### src/rtl/rot_pixel_streamer_pkg.sv
// rtl/rot_pixel_streamer_pkg.sv - shared geometry defaults, marker layout and FSM states
package rot_pixel_streamer_pkg;

   localparam int IMG_W = 256;
   localparam int IMG_H = 256;
   localparam int PIX_W = 24;

   // Marker positions inside the 3-bit field stored above the pixel in each FIFO entry
   localparam int SOF_BIT = 2;
   localparam int EOL_BIT = 1;
   localparam int EOF_BIT = 0;

   typedef enum logic [2:0] {
      IDLE,
      ALIGN,
      CAPTURE,
      DRAIN,
      DONE
   } state_t;

endpackage

### src/rtl/rot_pixel_streamer_fifo.sv
// rtl/rot_pixel_streamer_fifo.sv - show-ahead synchronous FIFO with registered storage
module sync_fifo #(
   parameter int WIDTH = 8,
   parameter int DEPTH = 16
) (
   input  logic             clk,
   input  logic             rst,
   input  logic             wr_en,
   input  logic [WIDTH-1:0] wr_data,
   input  logic             rd_en,
   output logic [WIDTH-1:0] rd_data,
   output logic             full,
   output logic             empty
);

   localparam int AW = $clog2(DEPTH);

   logic [WIDTH-1:0] mem [DEPTH];
   logic [AW:0]      wr_ptr;
   logic [AW:0]      rd_ptr;
   logic             do_wr;
   logic             do_rd;

   assign empty   = (wr_ptr == rd_ptr);
   assign full    = (wr_ptr[AW-1:0] == rd_ptr[AW-1:0]) && (wr_ptr[AW] != rd_ptr[AW]);
   assign do_rd   = rd_en && !empty;
   // A simultaneous pop frees the head slot, so a write is accepted even when full
   assign do_wr   = wr_en && (!full || do_rd);
   assign rd_data = mem[rd_ptr[AW-1:0]];

   always_ff @(posedge clk) begin
      if (do_wr) begin
         mem[wr_ptr[AW-1:0]] <= wr_data;
      end
   end

   always_ff @(posedge clk or posedge rst) begin
      if (rst) begin
         wr_ptr <= '0;
         rd_ptr <= '0;
      end else begin
         if (do_wr) begin
            wr_ptr <= wr_ptr + 1'b1;
         end
         if (do_rd) begin
            rd_ptr <= rd_ptr + 1'b1;
         end
      end
   end

endmodule

### src/rtl/rot_pixel_streamer.sv
// rtl/rot_pixel_streamer.sv - captures one frame of adapter pixels and re-emits it as a marked stream
module rot_pixel_streamer #(
   parameter int IMG_W      = rot_pixel_streamer_pkg::IMG_W,
   parameter int IMG_H      = rot_pixel_streamer_pkg::IMG_H,
   parameter int PIX_W      = rot_pixel_streamer_pkg::PIX_W,
   parameter int RD_LAT     = 1,
   parameter int FIFO_DEPTH = 16
) (
   input  logic             clk,
   input  logic             rst,
   input  logic             start,
   input  logic [PIX_W-1:0] pix_in,
   output logic [PIX_W-1:0] m_data,
   output logic             m_valid,
   input  logic             m_ready,
   output logic             m_sof,
   output logic             m_eol,
   output logic             m_eof,
   output logic             busy,
   output logic             done,
   output logic             overflow
);

   import rot_pixel_streamer_pkg::*;

   localparam int NPIX  = IMG_W * IMG_H;
   localparam int CNT_W = $clog2(NPIX) + 1;
   localparam int COL_W = (IMG_W > 1) ? $clog2(IMG_W) : 1;
   localparam int ROW_W = (IMG_H > 1) ? $clog2(IMG_H) : 1;
   localparam int LAT_W = (RD_LAT > 2) ? $clog2(RD_LAT) : 1;
   localparam int EW    = PIX_W + 3;
   localparam logic [LAT_W-1:0] LAT_LAST = LAT_W'((RD_LAT > 0) ? RD_LAT - 1 : 0);

   state_t           state;
   logic [LAT_W-1:0] lat_cnt;
   logic [COL_W-1:0] col;
   logic [ROW_W-1:0] row;
   logic [CNT_W-1:0] pix_cnt;
   logic             push;
   logic             pop;
   logic             fifo_full;
   logic             fifo_empty;
   logic [2:0]       mark;
   logic [EW-1:0]    wr_entry;
   logic [EW-1:0]    rd_entry;

   assign push = (state == CAPTURE);
   assign pop  = m_valid && m_ready;

   assign mark[SOF_BIT] = (row == '0) && (col == '0);
   assign mark[EOL_BIT] = (col == COL_W'(IMG_W - 1));
   assign mark[EOF_BIT] = mark[EOL_BIT] && (row == ROW_W'(IMG_H - 1));
   assign wr_entry      = {mark, pix_in};

   sync_fifo #(
      .WIDTH (EW),
      .DEPTH (FIFO_DEPTH)
   ) u_fifo (
      .clk     (clk),
      .rst     (rst),
      .wr_en   (push),
      .wr_data (wr_entry),
      .rd_en   (pop),
      .rd_data (rd_entry),
      .full    (fifo_full),
      .empty   (fifo_empty)
   );

   // Outputs are forced to zero when empty so nothing stale leaks out after reset
   assign m_valid = !fifo_empty;
   assign m_data  = m_valid ? rd_entry[PIX_W-1:0] : '0;
   assign m_sof   = m_valid && rd_entry[PIX_W + SOF_BIT];
   assign m_eol   = m_valid && rd_entry[PIX_W + EOL_BIT];
   assign m_eof   = m_valid && rd_entry[PIX_W + EOF_BIT];

   always_ff @(posedge clk or posedge rst) begin
      if (rst) begin
         state    <= IDLE;
         lat_cnt  <= '0;
         col      <= '0;
         row      <= '0;
         pix_cnt  <= '0;
         busy     <= 1'b0;
         done     <= 1'b0;
         overflow <= 1'b0;
      end else begin
         done <= 1'b0;
         if (push && fifo_full && !pop) begin
            overflow <= 1'b1;
         end
         case (state)
            IDLE: begin
               if (start) begin
                  overflow <= 1'b0;
                  lat_cnt  <= '0;
                  col      <= '0;
                  row      <= '0;
                  pix_cnt  <= '0;
                  busy     <= 1'b1;
                  state    <= (RD_LAT == 0) ? CAPTURE : ALIGN;
               end
            end
            ALIGN: begin
               if (lat_cnt == LAT_LAST) begin
                  state <= CAPTURE;
               end else begin
                  lat_cnt <= lat_cnt + 1'b1;
               end
            end
            CAPTURE: begin
               // Counters advance even on a dropped pixel to keep markers geometric
               pix_cnt <= pix_cnt + 1'b1;
               if (col == COL_W'(IMG_W - 1)) begin
                  col <= '0;
                  row <= row + 1'b1;
               end else begin
                  col <= col + 1'b1;
               end
               if (pix_cnt == CNT_W'(NPIX - 1)) begin
                  state <= DRAIN;
               end
            end
            DRAIN: begin
               if (fifo_empty) begin
                  state <= DONE;
                  done  <= 1'b1;
               end
            end
            DONE: begin
               state <= IDLE;
               busy  <= 1'b0;
            end
            default: begin
               state <= IDLE;
            end
         endcase
      end
   end

endmodule
### config.mk
export PLATFORM = sky130hd
export DESIGN_NAME = rot_pixel_streamer
export DESIGN_NICKNAME = d
export VERILOG_FILES = /design/src/rtl/rot_pixel_streamer_pkg.sv /design/src/rtl/rot_pixel_streamer_fifo.sv /design/src/rtl/rot_pixel_streamer.sv
export SDC_FILE = /design/constraint.sdc
export NUM_CORES = 1
export LEC_CHECK = 0
export CAP_MARGIN = 20
export CORE_MARGIN = 10
export CORE_UTILIZATION = 42
export CTS_CLUSTER_SIZE = 14
export DETAILED_ROUTE_END_ITERATION = 7
export PLACE_DENSITY_LB_ADDON = 0.12
export SLEW_MARGIN = 20
export SYNTH_ARGS = -nofsm -noshare
export SYNTH_HDL_FRONTEND = slang
export SYNTH_SLANG_ARGS = --single-unit
### constraint.sdc
create_clock -name clk -period 5.1 [get_ports clk]
set_input_delay 0.765 -clock clk [delete_from_list [all_inputs] [get_ports clk]]
set_output_delay 0.765 -clock clk [all_outputs]
set_load 0.05 [all_outputs]
* After elaboration in Yosys (flattened, before gate mapping) *
Memory sizes are Yosys's and may differ from the RTL's.
Index checks and enable logic that the tools add are counted.

storage, ports and cells
  bits in registers = 50
  bits in writable memories = 432
  output and inout port bits = 31
  logic and storage cells = 83
  memories = 1

memory list
  memory      depth  bits a word  rd ports  clocked after memory_dff  write ports  line                           source
  u_fifo.mem  16     27           1         0                         1            rot_pixel_streamer_fifo.sv:18  logic [WIDTH-1:0] mem [DEPTH];

operators by class
  $add $sub $neg = 6
  equality and inequality tests = 15
  multiplexer cells = 25
  reduce and logical (&&, ||, !) cells = 26

operator list
  cell                                                                      number
  17-bit case mux with 2 select lines                                       1
  8-bit case mux with 2 select lines                                        2
  24-bit 2-to-1 mux                                                         1
  8-bit 2-to-1 mux                                                          3
  17-bit by 1-bit adder with 17-bit output (second input constant)          1
  17-bit by 16-bit == test with 1-bit output (second input constant)        1
  17-bit 2-to-1 mux                                                         1
  8-bit by 1-bit adder with 8-bit output (second input constant)            2
  8-bit == test (second input constant)                                     2
  8-bit zero test                                                           2
  3-bit 2-to-1 mux                                                          4
  3-bit case mux with 4 select lines                                        1
  1-bit logical AND                                                         11
  5-bit by 1-bit adder with 5-bit output (second input constant)            2
  1-bit 2-to-1 mux                                                          10
  3-bit by 2-bit == test with 1-bit output (second input constant)          2
  2-bit inequality test (second input constant)                             3
  2-bit AND reduction                                                       3
  2-bit nonzero test                                                        3
  5-bit == test                                                             1
  4-bit == test                                                             1
  2-bit by 1-bit inequality test with 1-bit output (second input constant)  2
  1-bit case mux with 2 select lines                                        2
  4-bit AND reduction                                                       1
  other kinds (8)                                                           10

* Logic depth before layout (Yosys ltp) *
Gate-level depths: netlist of run 1.

  word-level depth = 8
  gate-level depth with buffers = 9
  depth with buffers taken out = 8

* Modules after synthesis *
From an unflattened synthesis of run 1, not the netlist that was laid out.

second synthesis, totals
  cell total of the unflattened synthesis = 982
  area total of the unflattened synthesis = 19,113.3 um2

by module, submodules not included
  module              times used  cells an instance  area each (um2)
  sync_fifo           1           731                16,842.4
  rot_pixel_streamer  1           251                2,270.9

* Least setup slack after synthesis of run 1 *
No wires, ideal clock.

  path type = register to register
  start = register state[0]
  end = memory u_fifo.mem[15][0] in the netlist's numbering, enable pin
  data arrival time = 3.115 ns
  required time = 4.643 ns
  path slack = 1.528 ns
  stages on the path, launching flop included = 5
  path buffers = 1
  cells stage by stage = dfrtp_1 > buf_6 > nor3b_1 > nand2_1 > a211oi_1

on the way
  cells in the longest elaborated chain, start to end = 4

RTL lines
  what                                      line                           source
  start: declaration                        rot_pixel_streamer.sv:34       state_t state;
  start signal: assignment                  rot_pixel_streamer.sv:100      state <= (RD_LAT == 0) ? CAPTURE : ALIGN;
  3-bit by 2-bit == test with 1-bit output  rot_pixel_streamer.sv:47       assign push = (state == CAPTURE);
  1-bit logical AND                         rot_pixel_streamer_fifo.sv:28  assign do_wr = wr_en && (!full || do_rd);
  1-bit 2-to-1 mux                          rot_pixel_streamer_fifo.sv:32  if (do_wr) begin
  1-bit 2-to-1 mux (not written as such)    rot_pixel_streamer_fifo.sv:33  mem[wr_ptr[AW-1:0]] <= wr_data;
  end: declaration                          rot_pixel_streamer_fifo.sv:18

Every way passes these cells.

* Final worst setup path of run 1 *
  start = register u_fifo.rd_ptr[0]
  end = output port m_sof

on the way
  cells in the longest elaborated chain, start to end = 3
  elaborated cells between the ends (all ways) = 4

RTL lines
  what                                                                        line                           source
  start: declaration                                                          rot_pixel_streamer_fifo.sv:20  logic [AW:0] rd_ptr;
  start signal: assignment                                                    rot_pixel_streamer_fifo.sv:46  rd_ptr <= rd_ptr + 1'b1;
  parallel branches: the longest is 2 deep, another holds memory 16 x 27 bit  n/a
  1-bit logical AND *                                                         rot_pixel_streamer.sv:72       assign m_sof = m_valid && rd_entry[PIX_W + SOF_BIT];
  end: declaration                                                            rot_pixel_streamer.sv:16       output logic m_sof,

Every way passes the cells marked *.

==> out/metrics.yaml, run 1 <==
status: "completed"
post_dp_cell_area_um2: 20200
irDropWorstVdd_mv: 0.416
grt_antenna_before_repair: 0
die-area_um2: 53800
met2_usage: 0.250
layout.nets: 1071
crit_path_end_kind: "output pin"
critical_path.startpoint_type: "register"
post_drt_wl_per_cell_um: 25.6
drt-initial-drc-count: 727
hold_violations: 0
critPathArrivalTime_ns: 3.59
worst_hold_slack_ns: 0.483
vias: 9319
hold_path.class: "in2async"
hold_buffers: 0
finalPower_w: 0.0140
clock-skew-final_ns: 0.0163
syn_area_um2: 18900
ff2ff_path_depth: 4
grt_max_degree: 112
path_max_fanout: 111
regArea_um2: 14200
cts_buffers: 51
synth.top_cells.by_area: "edfxtp_1 69%, mux4_2 13%, dfrtp_1 6.5%, a22oi_1 2.1%, a21oi_1 1.2%"
timing.fmax_mhz: 230
max_stage_delay_ns: 0.81
fin_area_um2: 21700
rsz0062_at_grt: "false"
drv_slew: 0
timing.critical_path.buf_inv: 2
p_leak_nw: 7.07
die_w_um: 232
powerDensity_nw_per_um2: 643
yosysSeqAreaShare: 0.753
p_sw_w: 0.00499
seqPwrFrac: 0.387
path_clk_slew_ns: 0.06
area_growth_syn_to_layout_pct: 15.3
grt_first_pass_wirelength_um: 63400
synth-main-ff-cell: "edfxtp_1"
clockPowerShare: 0.248
post_cts_resized: 0
hpwlAfterDp_um: 20700
layout-drive-gt1-share: 0.211
worstPathCellList: "buf_12 > mux4_2 > a22oi_1 > a21oi_1 > clkdlybuf4s50_1"
p_sw_frac: 0.357
ys_ff_latch: 481
antenna_cells: 0
relSlewSlack: 0.263
max_cap_viol_count: 0
clock_sinks: 481
synth_top_cell_area_share: 0.688
cts-root-buf: "clkbuf_16"
drt_pass1_iterations: 5
cp.required_ns: 4.34
use_met1: 0.225
path_depth: 5
yosysUniqueCellTypes: 48
p_comb_frac: 0.365
cts.htree.levels: 2
setup_violations: 0
use_met3: 0.0259
yosysWarnings: 0
grt_overflow: 0
post-route-min-period_ns: 4.36
worst_slack_ns: 0.743
gp_congestion: 0.735
finalWirelength_um: 42500
ant_nets: 0
multi_input_comb_area_um2: 4470
dieHeight_um: 232
grtUsageTotal: 0.159
fin_setup_tns_ns: 0
max_slew.worst_pin.slew_ns: 1.11
drc: 0
busiest_layer: "met2"
viasPerCell: 5.60
async_flop_share: 0.102
synth-edff-count: 432
num_rows: 77
netlist_instances: 956
insertion_delay_ns: 0.59
clockBufferDepth: 3
cpLargestDelayFamily: "buffers and inverters"
synth_nets: 995
ios: 59
avgSynthCellArea_um2: 19.7
coreArea_um2: 44300
mostFrequentLayoutCell: "edfxtp_1"
dpl_worst_slack_ns: 1.35
p_int_w: 0.00900
mostFrequentLayoutCells: "432 x edfxtp_1, 108 x mux4_2, 58 x clkdlybuf4s50_1"
n_fill_cell: 3662
start_util: 0.425
period_share: 0.854
numPortBuffers: 58
path_class: "reg2out"
cts_tree: "done"
crit_slowest_cell: "clkdlybuf4s50_1"
synth_top_area_cell: "edfxtp_1"
grt_pass1_vias: 9698
postCtsSetupBuffers: 0
-- cells by family (layout without fill, tap and decap cells) --
family / count (synthesis) / in the layout / synth area share
DFF: 481 / 481 / 0.753
AOI/OAI and AO/OA: 147 / 147 / 0.0504
and+or+nand+nor: 120 / 120 / 0.0341
adders and majority gates: 11 / 11 / 0.00730
muxes: 116 / 116 / 0.133
buffers and inverters: 64 / 180 / 0.0139
xor gates and xnor gates: 17 / 17 / 0.00790
-- area by class of cell --
cell class / instances / share of cell area
flip-flops and latches: 481 / 0.653
clock buffers: 69 / 0.0632
well taps: 592 / 0.0341
repair buffers: 77 / 0.0344
multi-input cells: 411 / 0.205
inverters: 10 / 0.00173
clock inverters: 24 / 0.00794
-- worst paths after layout --
path	startpoint	end	slack [ns]
min in group clk	pix_cnt[15]$_DFFE_PP0P_	pix_cnt[15]$_DFFE_PP0P_	0.48
setup / recovery	u_fifo.rd_ptr[0]$_DFFE_PP0P_	m_sof	0.74
hold / removal	rst	pix_cnt[3]$_DFFE_PP0P_	0.48
max in group asynchronous	rst	u_fifo.rd_ptr[0]$_DFFE_PP0P_	3.79
setup reg to reg	state[1]$_DFFE_PP0P_	u_fifo.mem[10][17]$_DFFE_PP_	1.84
hold reg to reg	pix_cnt[15]$_DFFE_PP0P_	pix_cnt[15]$_DFFE_PP0P_	0.48
-- metal layers --
metal	part of all wire	vias to the layer above
li1	-	4115
met1	0.46	4940
met2	0.48	210
met3	0.046	54
met4	0.016	0
met5	0	-
-- metrics by stage --
| stage | utilization | instances |
|---|---|---|
| final | 0.491 | 1664 |
| after global routing | 0.491 | 1664 |
| after CTS | 0.491 | 1664 |
| after detailed placement | 0.456 | 1571 |
| after global placement | 0.456 | 1571 |
| after floorplan | - | 956 |
-- registers in the layout, summed over array words and instances, names as in the netlist --
register / count
overflow: 1
row: 8
u_fifo.mem: 432
state: 3
pix_cnt: 17
col: 8
busy: 1
u_fifo.rd_ptr: 5
u_fifo.wr_ptr: 5
done: 1
-- synthesized netlist by cell type, types with 10 or more instances --
| master | number |
|---|---|
| a22oi_1 | 54 |
| inv_1 | 10 |
| nor2_1 | 12 |
| nand2_1 | 33 |
| ha_1 | 11 |
| and3_1 | 16 |
| edfxtp_1 | 432 |
| nand3_1 | 17 |
| o21ai_0 | 19 |
| xor2_1 | 14 |
| clkbuf_1 | 37 |
| dfrtp_1 | 49 |
| mux4_2 | 108 |
| a21oi_1 | 45 |
-- power groups by stage --
stage               sequential [W]  clock (W)  combinational, W
global route               0.00549    0.00369           0.00548
global placement           0.00547          0           0.00518
CTS                        0.00542    0.00354           0.00522
detailed placement         0.00549          0           0.00520
floorplan                  0.00537          0           0.00354
finish                     0.00542    0.00347           0.00510
Note: power is estimated with default switching activity, not from simulation.
==> run 2, diff against run 1 <==
GPL_TIMING_DRIVEN = 0   (was default)
SETUP_SLACK_MARGIN = 0.3   (was default)
==> run 2 against run 1 <==
Effect of this change: via count grew 3.7%; worst hold slack lost 0.015 ns; clock-buffer cell count fell by 8; die area is the same; critical path depth up 1; combinational power grew 6.5%; final area grew 2.1%; core utilization rose by 1.0 points; non-clock buffer count is 57 higher; global-route usage is 0.63 points higher; clock skew rose by 0.0043 ns; register-to-register slack improved by 0.26 ns; critical endpoint is now m_data[22]; largest cell class unchanged; largest power group is now combinational cells; highest routed layer unchanged.
==> out/metrics.yaml, run 2 (synthesis gave the netlist of run 1 again) <==
hpwlAfterDp_um: 27600
cp.required_ns: 4.34
coreArea_um2: 44300
post_dp_cell_area_um2: 20600
numPortBuffers: 58
cts.htree.levels: 2
path_class: "reg2out"
mostFrequentLayoutCells: "432 x edfxtp_1, 108 x mux4_2, 58 x clkdlybuf4s50_1"
num_rows: 77
cts_tree: "done"
cts-root-buf: "clkbuf_16"
worstPathCellList: "clkbuf_1 > clkbuf_1 > mux4_2 > a22oi_1 > a21oi_1 > clkdlybuf4s50_1"
grt_antenna_before_repair: 1
insertion_delay_ns: 0.59
mostFrequentLayoutCell: "edfxtp_1"
dieHeight_um: 232
ios: 59
postCtsSetupBuffers: 0
p_sw_frac: 0.360
grt_max_degree: 31
post-route-min-period_ns: 4.60
max_cap_viol_count: 0
timing.fmax_mhz: 217
drt-initial-drc-count: 717
clockPowerShare: 0.243
hold_violations: 0
ant_nets: 0
path_max_fanout: 10
grt_overflow: 0
p_sw_w: 0.00512
finalPower_w: 0.0142
hold_path.class: "reg2reg"
path_clk_slew_ns: 0.06
status: "completed"
timing.critical_path.buf_inv: 3
irDropWorstVdd_mv: 0.387
viasPerCell: 5.63
rsz0062_at_grt: "false"
p_comb_frac: 0.382
critical_path.startpoint_type: "register"
fin_area_um2: 22200
crit_path_end_kind: "output pin"
area_growth_syn_to_layout_pct: 17.7
seqPwrFrac: 0.375
max_slew.worst_pin.slew_ns: 0.893
crit_slowest_cell: "clkdlybuf4s50_1"
layout.nets: 1127
relSlewSlack: 0.404
grtUsageTotal: 0.165
stdcell_count: 1718
gp_congestion: 0.759
die-area_um2: 53800
clock_sinks: 481
drc: 0
powerDensity_nw_per_um2: 641
cpMostUsedCell: "clkbuf_1"
finalWirelength_um: 43700
drt_pass1_iterations: 7
p_leak_nw: 7.26
start_util: 0.425
die_w_um: 232
clock-skew-final_ns: 0.0205
max_stage_delay_ns: 0.87
critPathArrivalTime_ns: 3.84
cpLargestDelayFamily: "buffers and inverters"
drv_slew: 0
cts_buffers: 50
worst_hold_slack_ns: 0.468
period_share: 0.903
vias: 9665
grt_first_pass_wirelength_um: 65800
grt_pass1_vias: 9991
post_drt_wl_per_cell_um: 25.4
place_inst: 1628
p_int_w: 0.00911
setup_violations: 0
clockBufferDepth: 3
layout-drive-gt1-share: 0.221
largest_reg_flops: 432
run 2: changes by cell type in the layout (fill, tap and decap cells not counted), moves of 4 or more:
| cell | delta |
|---|---|
| buf_4 | -15 |
| clkbuf_1 | +22 |
| clkbuf_2 | +11 |
| buf_2 | +11 |
| buf_12 | +11 |
| clkinvlp_4 | +4 |
run 2: cell type report:
class / count / area, um^2
Antenna cell: 1 / 2.50
Buffer: 54 / 246
Clock buffer: 61 / 1310
Clock inverter: 28 / 233
Fill cell: 3638 / 22100
Inverter: 10 / 37.5
Multi-Input combinational cell: 411 / 4450
Sequential cell: 481 / 14200
Tap cell: 592 / 741
Timing Repair Buffer: 80 / 978
run 2: routing by layer:
metal	track usage	wire length (um)	vias to the layer above
met5	0	0	-
met1	0.226	18900	5128
met2	0.267	21400	246
met3	0.0309	2480	59
met4	0.0437	898	0
li1	-	-	4232
run 2: power by group through the flow:
stage,registers [W],logic (W),clock network (W)
floorplan,0.00537,0.00354,0
global placement,0.00544,0.00533,0
detailed placement,0.00542,0.00555,0
CTS,0.00534,0.00556,0.00354
global route,0.00540,0.00582,0.00371
finish,0.00534,0.00543,0.00346
run 2: stage by stage:
stage                      util  setup WS (ns)  TNS, ns
after global placement    0.455          -1.98   -55.33
after CTS                 0.500          0.222        0
after detailed placement  0.465          0.725        0
after floorplan               -           1.53        0
final                     0.501          0.495        0
after global routing      0.501          0.306        0
run 2: worst reg2reg max path, cell delays in order (launching register included):
cell	delay [ns]
dfrtp_1	0.40
xnor2_1	0.49
nor2_1	0.24
a21oi_1	0.38
clkbuf_1	0.35
and3_2	0.57
buf_12	0.25
run 2: repair_timing:
action / 4_1_cts / 5_1_grt
gates cloned: 0 / 0
setup endpoints to repair: 14 / 23
hold buffers: 0 / 0
gates resized for setup: 4 / 18
run 2: final timing paths:
| kind | start | slack (ns) | end | cells past startpoint |
|---|---|---|---|---|
| max in group asynchronous | rst | 4.03 | pix_cnt[15]$_DFFE_PP0P_ | 3 |
| hold reg to reg | pix_cnt[13]$_DFFE_PP0P_ | 0.47 | pix_cnt[13]$_DFFE_PP0P_ | 1 |
| min in group asynchronous | rst | 0.52 | overflow$_DFF_PP0_ | 2 |
| setup / recovery | u_fifo.rd_ptr[1]$_DFFE_PP0P_ | 0.50 | m_data[22] | 6 |
| hold / removal | pix_cnt[13]$_DFFE_PP0P_ | 0.47 | pix_cnt[13]$_DFFE_PP0P_ | 1 |
| setup reg to reg | u_fifo.rd_ptr[4]$_DFFE_PP0P_ | 2.10 | u_fifo.mem[12][6]$_DFFE_PP_ | 6 |
==> edit 1, RTL diff (config.mk and constraints of run 2) <==
Register the output `overflow` once more, with the module's reset; this adds one clock of latency there. The other outputs are not delayed to match.
--- a/src/rtl/rot_pixel_streamer.sv
+++ b/src/rtl/rot_pixel_streamer.sv
@@ -30,6 +30,8 @@
    localparam int LAT_W = (RD_LAT > 2) ? $clog2(RD_LAT) : 1;
    localparam int EW    = PIX_W + 3;
    localparam logic [LAT_W-1:0] LAT_LAST = LAT_W'((RD_LAT > 0) ? RD_LAT - 1 : 0);
+
+   logic overflow_s0;
 
    state_t           state;
    logic [LAT_W-1:0] lat_cnt;
@@ -82,16 +84,16 @@
          pix_cnt  <= '0;
          busy     <= 1'b0;
          done     <= 1'b0;
-         overflow <= 1'b0;
+         overflow_s0 <= 1'b0;
       end else begin
          done <= 1'b0;
          if (push && fifo_full && !pop) begin
-            overflow <= 1'b1;
+            overflow_s0 <= 1'b1;
          end
          case (state)
             IDLE: begin
                if (start) begin
-                  overflow <= 1'b0;
+                  overflow_s0 <= 1'b0;
                   lat_cnt  <= '0;
                   col      <= '0;
                   row      <= '0;
@@ -137,4 +139,12 @@
       end
    end
 
+   always_ff @(posedge clk or posedge rst) begin
+      if (rst) begin
+         overflow <= '0;
+      end else begin
+         overflow <= overflow_s0;
+      end
+   end
+
 endmodule
Function: no difference found for any inputs over 4 cycles, from zero or initial values and one cycle with rst high; that may be too few to reach the edited logic, so the function may still have changed.
==> edit 1 against run 2 <==
Power up 1.9%. Area after synthesis is 0.13% higher. Routed wire length rose by 0.52%. Sequential cell count up 1. Via count shrank 0.59%. Setup slack worse by 5.9 ps. Die area up 0.13%. Cell count rose by 0.17%. Final area grew 0.80%. Synthesized cell count increased by 0.10%. Critical path type unchanged. Critical endpoint is now m_data[16]. Largest power group unchanged.
==> edit 1: results (changes against run 2) <==
Global routing
The pin count of the biggest net entering global routing came to 27 (-13%). The met2 usage is 27.1% (+0.43 points). The combined global-route utilization of all metal layers was 16.6% (+0.055 points). The routing usage on met3 is 3.18% (+0.086 points). The initial antenna violation count is 0 (-1). The global-route wire length before repair is 66200 µm (+0.57%).

The via count of the first global-routing pass came to 10200 (+1.8%). The met1 track demand over resource in global routing was 22.5% (-0.12 points).

Finish
The ratio of cells with drive above 1 in the final layout is 22.7% (+0.54 points). The number of diodes added for antenna fixing is 0 (-1). The non-filler instance count after layout was 1721 (+0.17%).

The final net count is 1127 (unchanged).

Synthesis
The post-synthesis async set-or-reset flop share came to 10.4% (+0.19 points). The net count after synthesis was 996 (+0.10%). The average cell area after synthesis was 19.7 µm² (about the same). After synthesis, the cell types taking the most area are sky130_fd_sc_hd__edfxtp_1 (69%), sky130_fd_sc_hd__mux4_2 (13%), sky130_fd_sc_hd__dfrtp_1 (6.6%), sky130_fd_sc_hd__a22oi_1 (2.1%), sky130_fd_sc_hd__a21oi_1 (1.2%). By count the netlist is led by sky130_fd_sc_hd__edfxtp_1 (432), sky130_fd_sc_hd__mux4_2 (108), sky130_fd_sc_hd__a22oi_1 (54), sky130_fd_sc_hd__dfrtp_1 (50), sky130_fd_sc_hd__a21oi_1 (45). The sequential fraction of the synthesis area is 75.3% (about the same). The number of synthesized flops with an enable pin was 432 (unchanged).

Pwr
The worst vdd rail ir drop is 0.393 mV (+1.4%). The internal power consumption is 9.34 mW (+2.6%). The leakage component of the power is 7.36 nW (+1.4%).

Routing
The number of detailed-route iterations in the first pass is 5 (-2). The detailed router's first-iteration violation count is 855 (+19%). The detailed-route vias per instance is 5.58 (-0.76%). The detailed-route wire length per cell is 25.5 µm (+0.34%).

Place
The last weighted congestion value of the routability-driven placer came to 0.761 (+0.14%). The half-perimeter wire length of the detailed placement result came to 27300 µm (-0.82%). The placed cell area was 0.0207 mm² (+0.24%).

Run status
The run finished with clean final reports.

Timing
The actual transition at the worst max-transition pin was 891 ps (-2.89 ps). The setup clock skew after layout came to 18.8 ps (-1.77 ps).

Clock tree
The post-cts gate resize count came to 10 (+6). The cell sitting at the root of the clock tree is a sky130_fd_sc_hd__clkbuf_16.

Setup path
The worst endpoint data arrival time is 3850 ps (about the same).
edit 1: stage by stage:
stage	util, %	worst slack (ps)
2_1_floorplan	-	1530
3_3_place_gp	45.6	-1930
3_5_place_dp	46.6	728
4_1_cts	50.5	324
5_1_grt	50.5	296
6_report	50.5	489
edit 1: metal layers:
layer  up-vias  routed length [µm]
met5         -                   0
met2       208               21600
met4         0                 700
li1       4235                   -
met3        55                2110
met1      5110               19500
edit 1: power by group through the flow:
stage	registers [mW]	clock network, mW	logic, mW
2_1_floorplan	5.38	0	3.54
3_5_place_dp	5.43	0	5.55
6_report	5.35	3.69	5.45
4_1_cts	5.35	3.77	5.57
3_3_place_gp	5.45	0	5.33
5_1_grt	5.42	3.92	5.86
edit 1: layout make-up:
cell class	count	area, µm²
Clock buffer	70	1380
Clock inverter	23	288
Inverter	10	37.5
Buffer	54	259
Multi-Input combinational cell	411	4450
Timing Repair Buffer	79	1000
Sequential cell	482	14200
Tap cell	592	741
Fill cell	3605	21900
edit 1: path summary, 6_finish.rpt:
path	from	to	slack (ps)	cells after the start
worst max-delay path	u_fifo.rd_ptr[1]	m_data[16]	490	6
max in group asynchronous	rst	pix_cnt[3]	3980	3
min in group asynchronous	rst	row[0]	570	2
worst min register to register	overflow_s0	overflow	450	0
worst min-delay path	overflow_s0	overflow	450	0
worst max register to register	u_fifo.rd_ptr[4]	u_fifo.mem[13][7]	2010	6
edit 1: cells by family after synthesis:
family | Yosys count | share of synthesized area [%]
AOI/OAI and AO/OA | 147 | 5.03
xor gates and xnor gates | 17 | 0.789
adders and majority gates | 11 | 0.729
buffers and inverters | 64 | 1.39
DFF | 482 | 75.3
muxes | 116 | 13.3
and+or+nand+nor | 120 | 3.41
==> edit 2, RTL diff (config.mk and constraints of run 2) <==
Without the edit above. `PIX_W`: 24 -> 48.
--- a/src/rtl/rot_pixel_streamer_pkg.sv
+++ b/src/rtl/rot_pixel_streamer_pkg.sv
@@ -3,7 +3,7 @@
 
    localparam int IMG_W = 256;
    localparam int IMG_H = 256;
-   localparam int PIX_W = 24;
+   localparam int PIX_W = 48;
 
    // Marker positions inside the 3-bit field stored above the pixel in each FIFO entry
    localparam int SOF_BIT = 2;
Ports: changed (resized m_data and pix_in); port bits go from 59 to 107. The function was not compared with the original's and may differ.
==> edit 2 against run 2 <==
Sequential cell count grew 384. Maximum frequency decreased by 0.14%. Count of clock-buffer cells in the layout is 53 higher. Core utilization shrank 0.58 points. Setup slack worse by 6.6 ps. Power increased by 76%. Area after synthesis is 76% higher. Routed wire length grew 83%. Final area up 75%. Critical path type unchanged.
==> edit 2: results (changes against run 2) <==
Run status
The run finished with clean final reports.

Clock tree
The clock latency reported for the late side of the worst-skew pair was 630 ps (+40 ps). The post-cts gate resize count is 78 (+74).

Place
The port buffer count came to 106 (+83%). The half-perimeter wire length of the detailed placement result came to 47700 µm (+73%). The last weighted congestion value of the routability-driven placer is 0.736 (-3.1%). The post-place setup slack was -230 ps (-955 ps). The placed cell count is 2724 (+67%).

Routing
The detailed-route wire length per cell is 27.8 µm (+9.4%).

Setup path
The delay contributed by the slowest stage of the critical path is 710 ps (-160 ps). The endpoint of the worst register-to-register path is u_fifo.mem[8][37]. The internal reg-to-reg setup slack is 1790 ps (-310 ps). The worst endpoint data arrival time is 3850 ps (about the same). The endpoint of the most critical setup path is m_data[20].

Hold path
The path with the worst hold slack has its endpoint at pix_cnt[15]. The critical hold path startpoint is pix_cnt[15].

Synthesis
The commonest cells after synthesis are sky130_fd_sc_hd__edfxtp_1 (816), sky130_fd_sc_hd__mux4_2 (204), sky130_fd_sc_hd__a22oi_1 (102), sky130_fd_sc_hd__a21oi_1 (69), sky130_fd_sc_hd__clkbuf_1 (57). The average cell area after synthesis is 21.5 µm² (+8.9%). The post-synthesis async set-or-reset flop share was 5.66% (-4.5 points). The net count after synthesis is 1608 (+62%).

Global routing
The via count of the first global-routing pass is 17200 (+72%). The combined global-route utilization of all metal layers is 17.7% (+1.2 points). The initial antenna violation count is 6 (+5).

Finish
The ratio of cells with drive above 1 in the final layout is 23.0% (+0.86 points). The final-layout fill cell count was 6435 (+77%). The number of flip-flops in the largest register came to 816 (+89%).

Pwr
The leakage component of the power was 12.5 nW (+73%). The worst vdd rail ir drop is 0.424 mV (+9.5%).

Timing
The actual transition at the worst max-transition pin is 998 ps (+104 ps). The setup clock skew after layout is 18.7 ps (-1.86 ps).
## edit 2: per-layer routing
metal  wire [µm]  up-vias  GRT usage (%)
met4        1250        8           4.47
met3        4670       95           3.35
li1            -     6987              -
met5          38        -              0
met2       39000      464           28.6
met1       35200     8781           24.7
## edit 2: logic make-up after synthesis
logic type	count (synthesis)	share of synthesized area, %
compound gates	219	4.31
xor+xnor	17	0.449
fa+ha+maj	11	0.415
buf+inv	101	1.25
flops	865	77.5
mux	212	14.1
simple gates	120	1.94
## edit 2: final cells by class
| type | count | area share [%] |
|---|---|---|
| plain buffers | 91 | 1.12 |
| multi-input cells | 579 | 18.3 |
| repair buffers | 130 | 3.76 |
| clock inverters | 42 | 0.961 |
| well taps | 1050 | 3.38 |
| inverters | 10 | 0.0965 |
| clock buffers | 114 | 6.24 |
| flip-flops and latches | 865 | 66.1 |
| diodes | 1 | 0.00643 |
## edit 2: power groups by stage
stage          Sequential [mW]  Clock [mW]  Combinational (mW)
6_report                  9.46        6.31                9.29
5_1_grt                   9.56        6.73                9.95
3_3_place_gp              9.71           0                9.48
3_5_place_dp              9.61           0                9.79
2_1_floorplan             9.58           0                6.14
4_1_cts                   9.47        6.44                9.52
## edit 2: stage by stage
stage	area, µm²	hold WS, ps	total power [mW]
after detailed placement	36100	473	19.4
after global placement	35600	456	19.2
after floorplan	33200	438	15.7
after global routing	38900	502	26.2
final	38900	482	25.1
after CTS	38900	482	25.4
## edit 2: worst reg2reg max path: stages (launching register included)
cell and delay [ps]:
sky130_fd_sc_hd__dfrtp_1 400, sky130_fd_sc_hd__xnor2_1 500, sky130_fd_sc_hd__nor2_1 240, sky130_fd_sc_hd__a21oi_1 440, sky130_fd_sc_hd__clkbuf_1 390, sky130_fd_sc_hd__and3_4 670, sky130_fd_sc_hd__buf_12 320
